<file path="src/rtl/cpu_types_pkg.sv">
// cpu_types_pkg: shared datapath types for the 5-stage MIPS pipeline
package cpu_types_pkg;
    typedef logic [4:0] regbits_t;
    typedef enum logic [1:0] {RUN, DRAIN, HALTED} hazard_state_t;
endpackage

</file>
<file path="src/rtl/hazard_unit_if.sv">
// hazard_unit_if: signal bundle between the hazard unit and the pipeline latches
interface hazard_unit_if #(parameter int CNT_W = 32) (input logic CLK, input logic nRST);
    import cpu_types_pkg::*;
    logic             ihit, dhit;
    regbits_t         rs_id, rt_id;
    logic             use_rs_id, use_rt_id;
    logic             ex_memread;
    regbits_t         ex_wsel;
    logic             mem_dren, mem_dwen;
    logic             br_taken_mem, halt_mem;
    logic             pc_en;
    logic             en_ifid, en_idex, en_exmem, en_memwb;
    logic             flush_ifid, flush_idex, flush_exmem;
    logic             halted;
    logic [CNT_W-1:0] stall_cnt, dwait_cnt, flush_cnt;
    modport hu (
        input  CLK, nRST, ihit, dhit, rs_id, rt_id, use_rs_id, use_rt_id,
               ex_memread, ex_wsel, mem_dren, mem_dwen, br_taken_mem, halt_mem,
        output pc_en, en_ifid, en_idex, en_exmem, en_memwb,
               flush_ifid, flush_idex, flush_exmem, halted,
               stall_cnt, dwait_cnt, flush_cnt
    );
    modport tb (
        input  CLK, nRST, pc_en, en_ifid, en_idex, en_exmem, en_memwb,
               flush_ifid, flush_idex, flush_exmem, halted,
               stall_cnt, dwait_cnt, flush_cnt,
        output ihit, dhit, rs_id, rt_id, use_rs_id, use_rt_id,
               ex_memread, ex_wsel, mem_dren, mem_dwen, br_taken_mem, halt_mem
    );
endinterface

</file>
<file path="src/rtl/sat_counter.sv">
// sat_counter: event counter that sticks at its maximum value
module sat_counter #(parameter int W = 32) (
    input  logic         CLK,
    input  logic         nRST,
    input  logic         inc,
    input  logic         clear,
    output logic [W-1:0] count
);
    logic [W-1:0] r_count;
    always_ff @(posedge CLK or negedge nRST)
        if (!nRST)
            r_count <= '0;
        else
            r_count <= clear ? '0 : (inc && r_count != '1) ? r_count + 1'b1 : r_count;
    assign count = r_count;
endmodule

</file>
<file path="src/rtl/hazard_unit.sv">
// hazard_unit: pipeline stall/flush/freeze control, halt drain and stall statistics
module hazard_unit import cpu_types_pkg::*; #(parameter int CNT_W = 32) (
    hazard_unit_if.hu hif
);
    hazard_state_t r_state, w_next;
    logic          r_halted;
    logic          w_run, w_dwait, w_lu, w_go, w_br;
    assign w_dwait = (hif.mem_dren | hif.mem_dwen) & ~hif.dhit;
    assign w_lu    = hif.ex_memread & (hif.ex_wsel != '0) &
                     ((hif.use_rs_id & (hif.rs_id == hif.ex_wsel)) |
                      (hif.use_rt_id & (hif.rt_id == hif.ex_wsel)));
    assign w_run   = r_state == RUN;
    // w_go: RUN with neither a memory wait nor a halt, i.e. the front end may move
    assign w_go    = w_run & ~w_dwait & ~hif.halt_mem;
    assign w_br    = w_go & hif.br_taken_mem;
    assign hif.pc_en       = w_br | (w_go & ~w_lu & hif.ihit);
    assign hif.en_ifid     = w_br | (w_go & ~w_lu);
    assign hif.en_idex     = w_go;
    assign hif.en_exmem    = w_go;
    assign hif.en_memwb    = w_run & ~w_dwait;
    assign hif.flush_ifid  = w_br | (w_go & ~w_lu & ~hif.ihit);
    assign hif.flush_idex  = w_br | (w_go & w_lu);
    assign hif.flush_exmem = w_br;
    assign hif.halted      = r_halted;
    always_comb
        w_next = (r_state == RUN) ? ((~w_dwait & hif.halt_mem) ? DRAIN : RUN) : HALTED;
    always_ff @(posedge hif.CLK or negedge hif.nRST)
        if (!hif.nRST) begin
            r_state  <= RUN;
            r_halted <= 1'b0;
        end else begin
            r_state  <= w_next;
            r_halted <= w_next == HALTED;
        end
    sat_counter #(.W(CNT_W)) u_stall (
        .CLK(hif.CLK), .nRST(hif.nRST),
        .inc(w_go & ~hif.br_taken_mem & (w_lu | ~hif.ihit)),
        .clear(1'b0), .count(hif.stall_cnt)
    );
    sat_counter #(.W(CNT_W)) u_dwait (
        .CLK(hif.CLK), .nRST(hif.nRST),
        .inc(w_run & w_dwait), .clear(1'b0), .count(hif.dwait_cnt)
    );
    sat_counter #(.W(CNT_W)) u_flush (
        .CLK(hif.CLK), .nRST(hif.nRST),
        .inc(w_br), .clear(1'b0), .count(hif.flush_cnt)
    );
endmodule

</file>
<file path="src/flat_wrapper.sv">
// flat-port wrapper written by rule: the top's interface ports become plain ports
module hazard_unit_flat import cpu_types_pkg::*;
#(parameter int CNT_W = 32)
  (CLK, nRST, hif_ihit, hif_dhit, hif_rs_id, hif_rt_id, hif_use_rs_id, hif_use_rt_id, hif_ex_memread, hif_ex_wsel, hif_mem_dren, hif_mem_dwen, hif_br_taken_mem, hif_halt_mem, hif_pc_en, hif_en_ifid, hif_en_idex, hif_en_exmem, hif_en_memwb, hif_flush_ifid, hif_flush_idex, hif_flush_exmem, hif_halted, hif_stall_cnt, hif_dwait_cnt, hif_flush_cnt);
  hazard_unit_if #(.CNT_W(CNT_W)) hif_i (.CLK(CLK), .nRST(nRST));
  input wire logic CLK;
  input wire logic nRST;
  input wire logic [$bits(hif_i.ihit)-1:0] hif_ihit;
  input wire logic [$bits(hif_i.dhit)-1:0] hif_dhit;
  input wire logic [$bits(hif_i.rs_id)-1:0] hif_rs_id;
  input wire logic [$bits(hif_i.rt_id)-1:0] hif_rt_id;
  input wire logic [$bits(hif_i.use_rs_id)-1:0] hif_use_rs_id;
  input wire logic [$bits(hif_i.use_rt_id)-1:0] hif_use_rt_id;
  input wire logic [$bits(hif_i.ex_memread)-1:0] hif_ex_memread;
  input wire logic [$bits(hif_i.ex_wsel)-1:0] hif_ex_wsel;
  input wire logic [$bits(hif_i.mem_dren)-1:0] hif_mem_dren;
  input wire logic [$bits(hif_i.mem_dwen)-1:0] hif_mem_dwen;
  input wire logic [$bits(hif_i.br_taken_mem)-1:0] hif_br_taken_mem;
  input wire logic [$bits(hif_i.halt_mem)-1:0] hif_halt_mem;
  output wire logic [$bits(hif_i.pc_en)-1:0] hif_pc_en;
  output wire logic [$bits(hif_i.en_ifid)-1:0] hif_en_ifid;
  output wire logic [$bits(hif_i.en_idex)-1:0] hif_en_idex;
  output wire logic [$bits(hif_i.en_exmem)-1:0] hif_en_exmem;
  output wire logic [$bits(hif_i.en_memwb)-1:0] hif_en_memwb;
  output wire logic [$bits(hif_i.flush_ifid)-1:0] hif_flush_ifid;
  output wire logic [$bits(hif_i.flush_idex)-1:0] hif_flush_idex;
  output wire logic [$bits(hif_i.flush_exmem)-1:0] hif_flush_exmem;
  output wire logic [$bits(hif_i.halted)-1:0] hif_halted;
  output wire logic [$bits(hif_i.stall_cnt)-1:0] hif_stall_cnt;
  output wire logic [$bits(hif_i.dwait_cnt)-1:0] hif_dwait_cnt;
  output wire logic [$bits(hif_i.flush_cnt)-1:0] hif_flush_cnt;
  assign hif_i.ihit = hif_ihit;
  assign hif_i.dhit = hif_dhit;
  assign hif_i.rs_id = hif_rs_id;
  assign hif_i.rt_id = hif_rt_id;
  assign hif_i.use_rs_id = hif_use_rs_id;
  assign hif_i.use_rt_id = hif_use_rt_id;
  assign hif_i.ex_memread = hif_ex_memread;
  assign hif_i.ex_wsel = hif_ex_wsel;
  assign hif_i.mem_dren = hif_mem_dren;
  assign hif_i.mem_dwen = hif_mem_dwen;
  assign hif_i.br_taken_mem = hif_br_taken_mem;
  assign hif_i.halt_mem = hif_halt_mem;
  assign hif_pc_en = hif_i.pc_en;
  assign hif_en_ifid = hif_i.en_ifid;
  assign hif_en_idex = hif_i.en_idex;
  assign hif_en_exmem = hif_i.en_exmem;
  assign hif_en_memwb = hif_i.en_memwb;
  assign hif_flush_ifid = hif_i.flush_ifid;
  assign hif_flush_idex = hif_i.flush_idex;
  assign hif_flush_exmem = hif_i.flush_exmem;
  assign hif_halted = hif_i.halted;
  assign hif_stall_cnt = hif_i.stall_cnt;
  assign hif_dwait_cnt = hif_i.dwait_cnt;
  assign hif_flush_cnt = hif_i.flush_cnt;
  hazard_unit #(.CNT_W(CNT_W)) u_core (.hif(hif_i));
endmodule
</file>
<file path="config.mk">
export PLATFORM = sky130hd
export DESIGN_NAME = hazard_unit_flat
export DESIGN_NICKNAME = d
export VERILOG_FILES = /design/src/rtl/cpu_types_pkg.sv /design/src/rtl/hazard_unit_if.sv /design/src/rtl/sat_counter.sv /design/src/rtl/hazard_unit.sv /design/src/flat_wrapper.sv
export SDC_FILE = /design/constraint.sdc
export NUM_CORES = 1
export LEC_CHECK = 0
export ABC_AREA = 1
export ABC_CLOCK_PERIOD_IN_PS = 4700
export CAP_MARGIN = 20
export CORE_MARGIN = 2
export CORE_UTILIZATION = 45
export CTS_BUF_LIST = sky130_fd_sc_hd__clkbuf_2
export CTS_CLUSTER_SIZE = 20
export DETAILED_ROUTE_END_ITERATION = 8
export PLACE_DENSITY_LB_ADDON = 0.2
export SLEW_MARGIN = 40
export SYNTH_ARGS = -nofsm -noshare
export SYNTH_HDL_FRONTEND = slang
export SYNTH_SLANG_ARGS = --single-unit
</file>
<file path="constraint.sdc">
create_clock -name CLK -period 4.7 [get_ports CLK]
set_clock_uncertainty 0.05 [all_clocks]
set_input_delay 0.47 -clock CLK [delete_from_list [all_inputs] [get_ports CLK]]
set_output_delay 0.47 -clock CLK [all_outputs]
set_load 0.02 [all_outputs]
</file>
==> impl_metrics.ini <==
[run_status]
outcome = completed

[floorplanning]
initial_core_util = 0.455
fp.dieArea_mm2 = 0.0155
die_span_y_um = 125
dieWidth_um = 125
placement_rows = 44
core_mm2 = 0.0144
io_pins = 131

[global_route]
grt_first_pass_wirelength_um = 28400
number_of_global_route_vias_before_repair = 5805
global_route.overflow_total = 0
number_of_antenna_violations_at_the_first_check_in_global_routing = 1
grtUsageTotal = 0.221
grt_start_max_net_pins = 56

[routing]
detail_route.drc_violations = 0
first_drt_iteration_drcs = 393
ant_nets = 0
wirelength_um = 16600
drt-wirelength-per-cell_um = 13.1
dr_total_vias = 6246
detailedRoute.firstPassIterationCount = 6
route.detailed.vias_per_inst = 4.94

[sta]
timing.hold.ws_ns = 0.313
grt_setup_unrepaired = no
worst-slew-pin-transition_ns = 0.741
fmax_achieved_mhz = 326
final_hold_viol_count = 0
slew-limit-headroom = 0.504
timing.final.setup_violations = 0
layout_worst_path_cycle_share = 0.652
setup_tns_ns = 0
minimum_clock_period_after_layout_ns = 3.06
maxSlewViolCount = 0

[clocking]
latest_clock_arrival_within_the_worst_skew_pair_ns = 0.64
cts.sinks = 99
number_of_buffers_added_by_the_clock_tree_synthesis_step = 9
root_buffer = sky130_fd_sc_hd__clkbuf_2
cts.reportedPaths.clkPinSlew_ns = 0.32
ctsHtreeMaxLevel = 3
cts_resized = 0
buffer_depth_of_the_longest_clock_path = 2
cts_tree = done

[logic_synthesis]
ys_types = 29
ys_ff_latch = 99
postSynthCellCount = 951
syn-mean-instance-area_um2 = 6.87
synth_top_area_share = 0.379
synthDominantAreaCellType = sky130_fd_sc_hd__dfrtp_1
edff_count_synth = 0
post_synth_most_frequent_cells = sky130_fd_sc_hd__nand2_1 (374), sky130_fd_sc_hd__nor2_1 (127), sky130_fd_sc_hd__dfrtp_1 (99)
ys_seq_area_frac = 0.379
synth_top_cells_by_area = sky130_fd_sc_hd__dfrtp_1 (38%), sky130_fd_sc_hd__nand2_1 (21%), sky130_fd_sc_hd__nor2_1 (7.3%)
yosys_most_used_dff = sky130_fd_sc_hd__dfrtp_1
leading_cell_type_by_number_of_instances_after_synthesis = sky130_fd_sc_hd__nand2_1
post_synthesis_async_set_or_reset_flop_share = 1.00
mappedNetlistArea_mm2 = 0.00654
number_of_warnings_issued_by_yosys = 0
syn_nets = 980

[cells_and_area]
nFillCells = 1428
postLayoutCellArea_mm2 = 0.00806
post-route-util = 0.561
layout-area-overhead-vs-synth_pct = 23.3
drive_gt1_frac = 0.0528
num-nets-final = 1103

[worst_setup_path]
crit_arrival_ns = 2.54
critical_path_peak_fanout = 4
regToRegSetupSlack_ns = 2.21
critical_path_required_ns = 4.18
setup.worst_path.end_class = output pin
worst_setup_path_start_kind = register
worstReg2RegStart = u_core.u_flush.count[0]
worstSetupPathType = register to output pin
worst-r2r-cell-count = 10
timing.rr.end = u_core.u_flush.count[22]

[place]
detailedPlacementHpwl_um = 12600
dpl-instance-area_mm2 = 0.00794
port_buffers = 130
finalWeightedCongestion = 0.910

[power_and_ir_drop]
vdd_ir_drop_max_v = 0.000168
cellPowerDensity_mw_per_mm2 = 249
cellLeakagePower_nw = 3.57

[job]
maxCapViolCount = 0

[hold_path]
type_of_the_tightest_min_delay_check = primary input to async pin
## metal layers
| layer | vias up | GRT usage | wire length, µm |
|---|---|---|---|
| met5 | - | 0 | 0 |
| met4 | 0 | 0.0681 | 251 |
| met3 | 17 | 0.0305 | 717 |
| met2 | 153 | 0.362 | 7860 |
| met1 | 2855 | 0.305 | 7790 |
| li1 | 3221 | - | - |
## stage by stage
step	setup WS, ns	power (mW)	instances
after floorplan	2.39	1.34	951
after global placement	1.81	1.61	1246
after detailed placement	1.77	1.62	1246
after CTS	1.57	2.04	1263
after global routing	1.43	2.14	1265
final	1.64	2.01	1265
## cells in the final DEF, fill, tap and decap left out, drive strengths merged
master	Yosys	final
a21boi	1	1
a21oi	1	1
and3	1	1
buf	21	3
clkbuf	0	9
clkdlybuf4s50	0	129
clkinv	1	3
clkinvlp	0	2
dfrtp	99	99
diode	0	2
dlygate4sd3	0	1
ha	3	3
inv	93	96
nand2	381	381
nand3	38	38
nand3b	17	17
nand4	40	40
nor2	150	150
nor3	23	23
nor4	1	1
o21ai	18	18
o21bai	1	1
xnor2	19	19
xor2	43	43
## what timing repair did
action / in CTS / in global routing
hold buffers: 1 / 0
hold endpoints to repair: 54 / 0
endpoints found under the setup margin: 0 / 0
buffers inserted: 0 / 0
## worst max-delay path by stage
stage	slack, ns	to	from	cells past startpoint
finish	1.64	hif_flush_ifid	u_core.r_state[1]	8
global route	1.43	hif_flush_ifid	u_core.r_state[1]	8
CTS	1.57	hif_flush_ifid	u_core.r_state[1]	8
detailed placement	1.77	hif_flush_ifid	hif_mem_dwen	9
global placement	1.81	hif_flush_ifid	hif_ex_wsel[0]	9
floorplan	2.39	hif_flush_ifid	hif_mem_dwen	7
## worst max-delay path, cell delays in order (launching register included)
cell                              delay (ns)
sky130_fd_sc_hd__dfrtp_1                0.43
sky130_fd_sc_hd__nor2_1                 0.18
sky130_fd_sc_hd__nand2_1                0.09
sky130_fd_sc_hd__inv_1                  0.09
sky130_fd_sc_hd__nand2_2                0.11
sky130_fd_sc_hd__inv_1                  0.13
sky130_fd_sc_hd__nand2_1                0.08
sky130_fd_sc_hd__o21ai_0                0.20
sky130_fd_sc_hd__clkdlybuf4s50_1        0.64
## logic make-up after synthesis
group | Yosys count | synth area share
DFF | 99 | 0.379
adders and majority gates | 3 | 0.00574
buffers and inverters | 115 | 0.0775
xor gates and xnor gates | 62 | 0.0831
AOI/OAI and AO/OA | 21 | 0.0174
and+or+nand+nor | 651 | 0.437
## registers in the layout (all words and copies together), names as in the netlist
signal / flops
u_core.hif.halted: 1
u_core.u_stall.count: 32
u_core.u_dwait.count: 32
u_core.u_flush.count: 32
u_core.r_state: 2
## power by group
group          internal (mW)  switching [mW]  leakage [nW]
logic                  0.250           0.318          2.17
clock network         0.0780           0.330        0.0595
registers              0.937          0.0976          1.34
## area by class of cell
class / instances / area [µm²] / share of cell area
clock buffer: 9 / 45.0 / 0.00559
sequential: 99 / 2480 / 0.307
inverter: 94 / 353 / 0.0438
multi-input combinational: 737 / 3570 / 0.442
tap: 184 / 230 / 0.0286
timing repair buffer: 133 / 1320 / 0.164
clock inverter: 7 / 58.8 / 0.00730
antenna: 2 / 5.00 / 0.000621
Note: power is estimated with default switching activity, not from simulation.
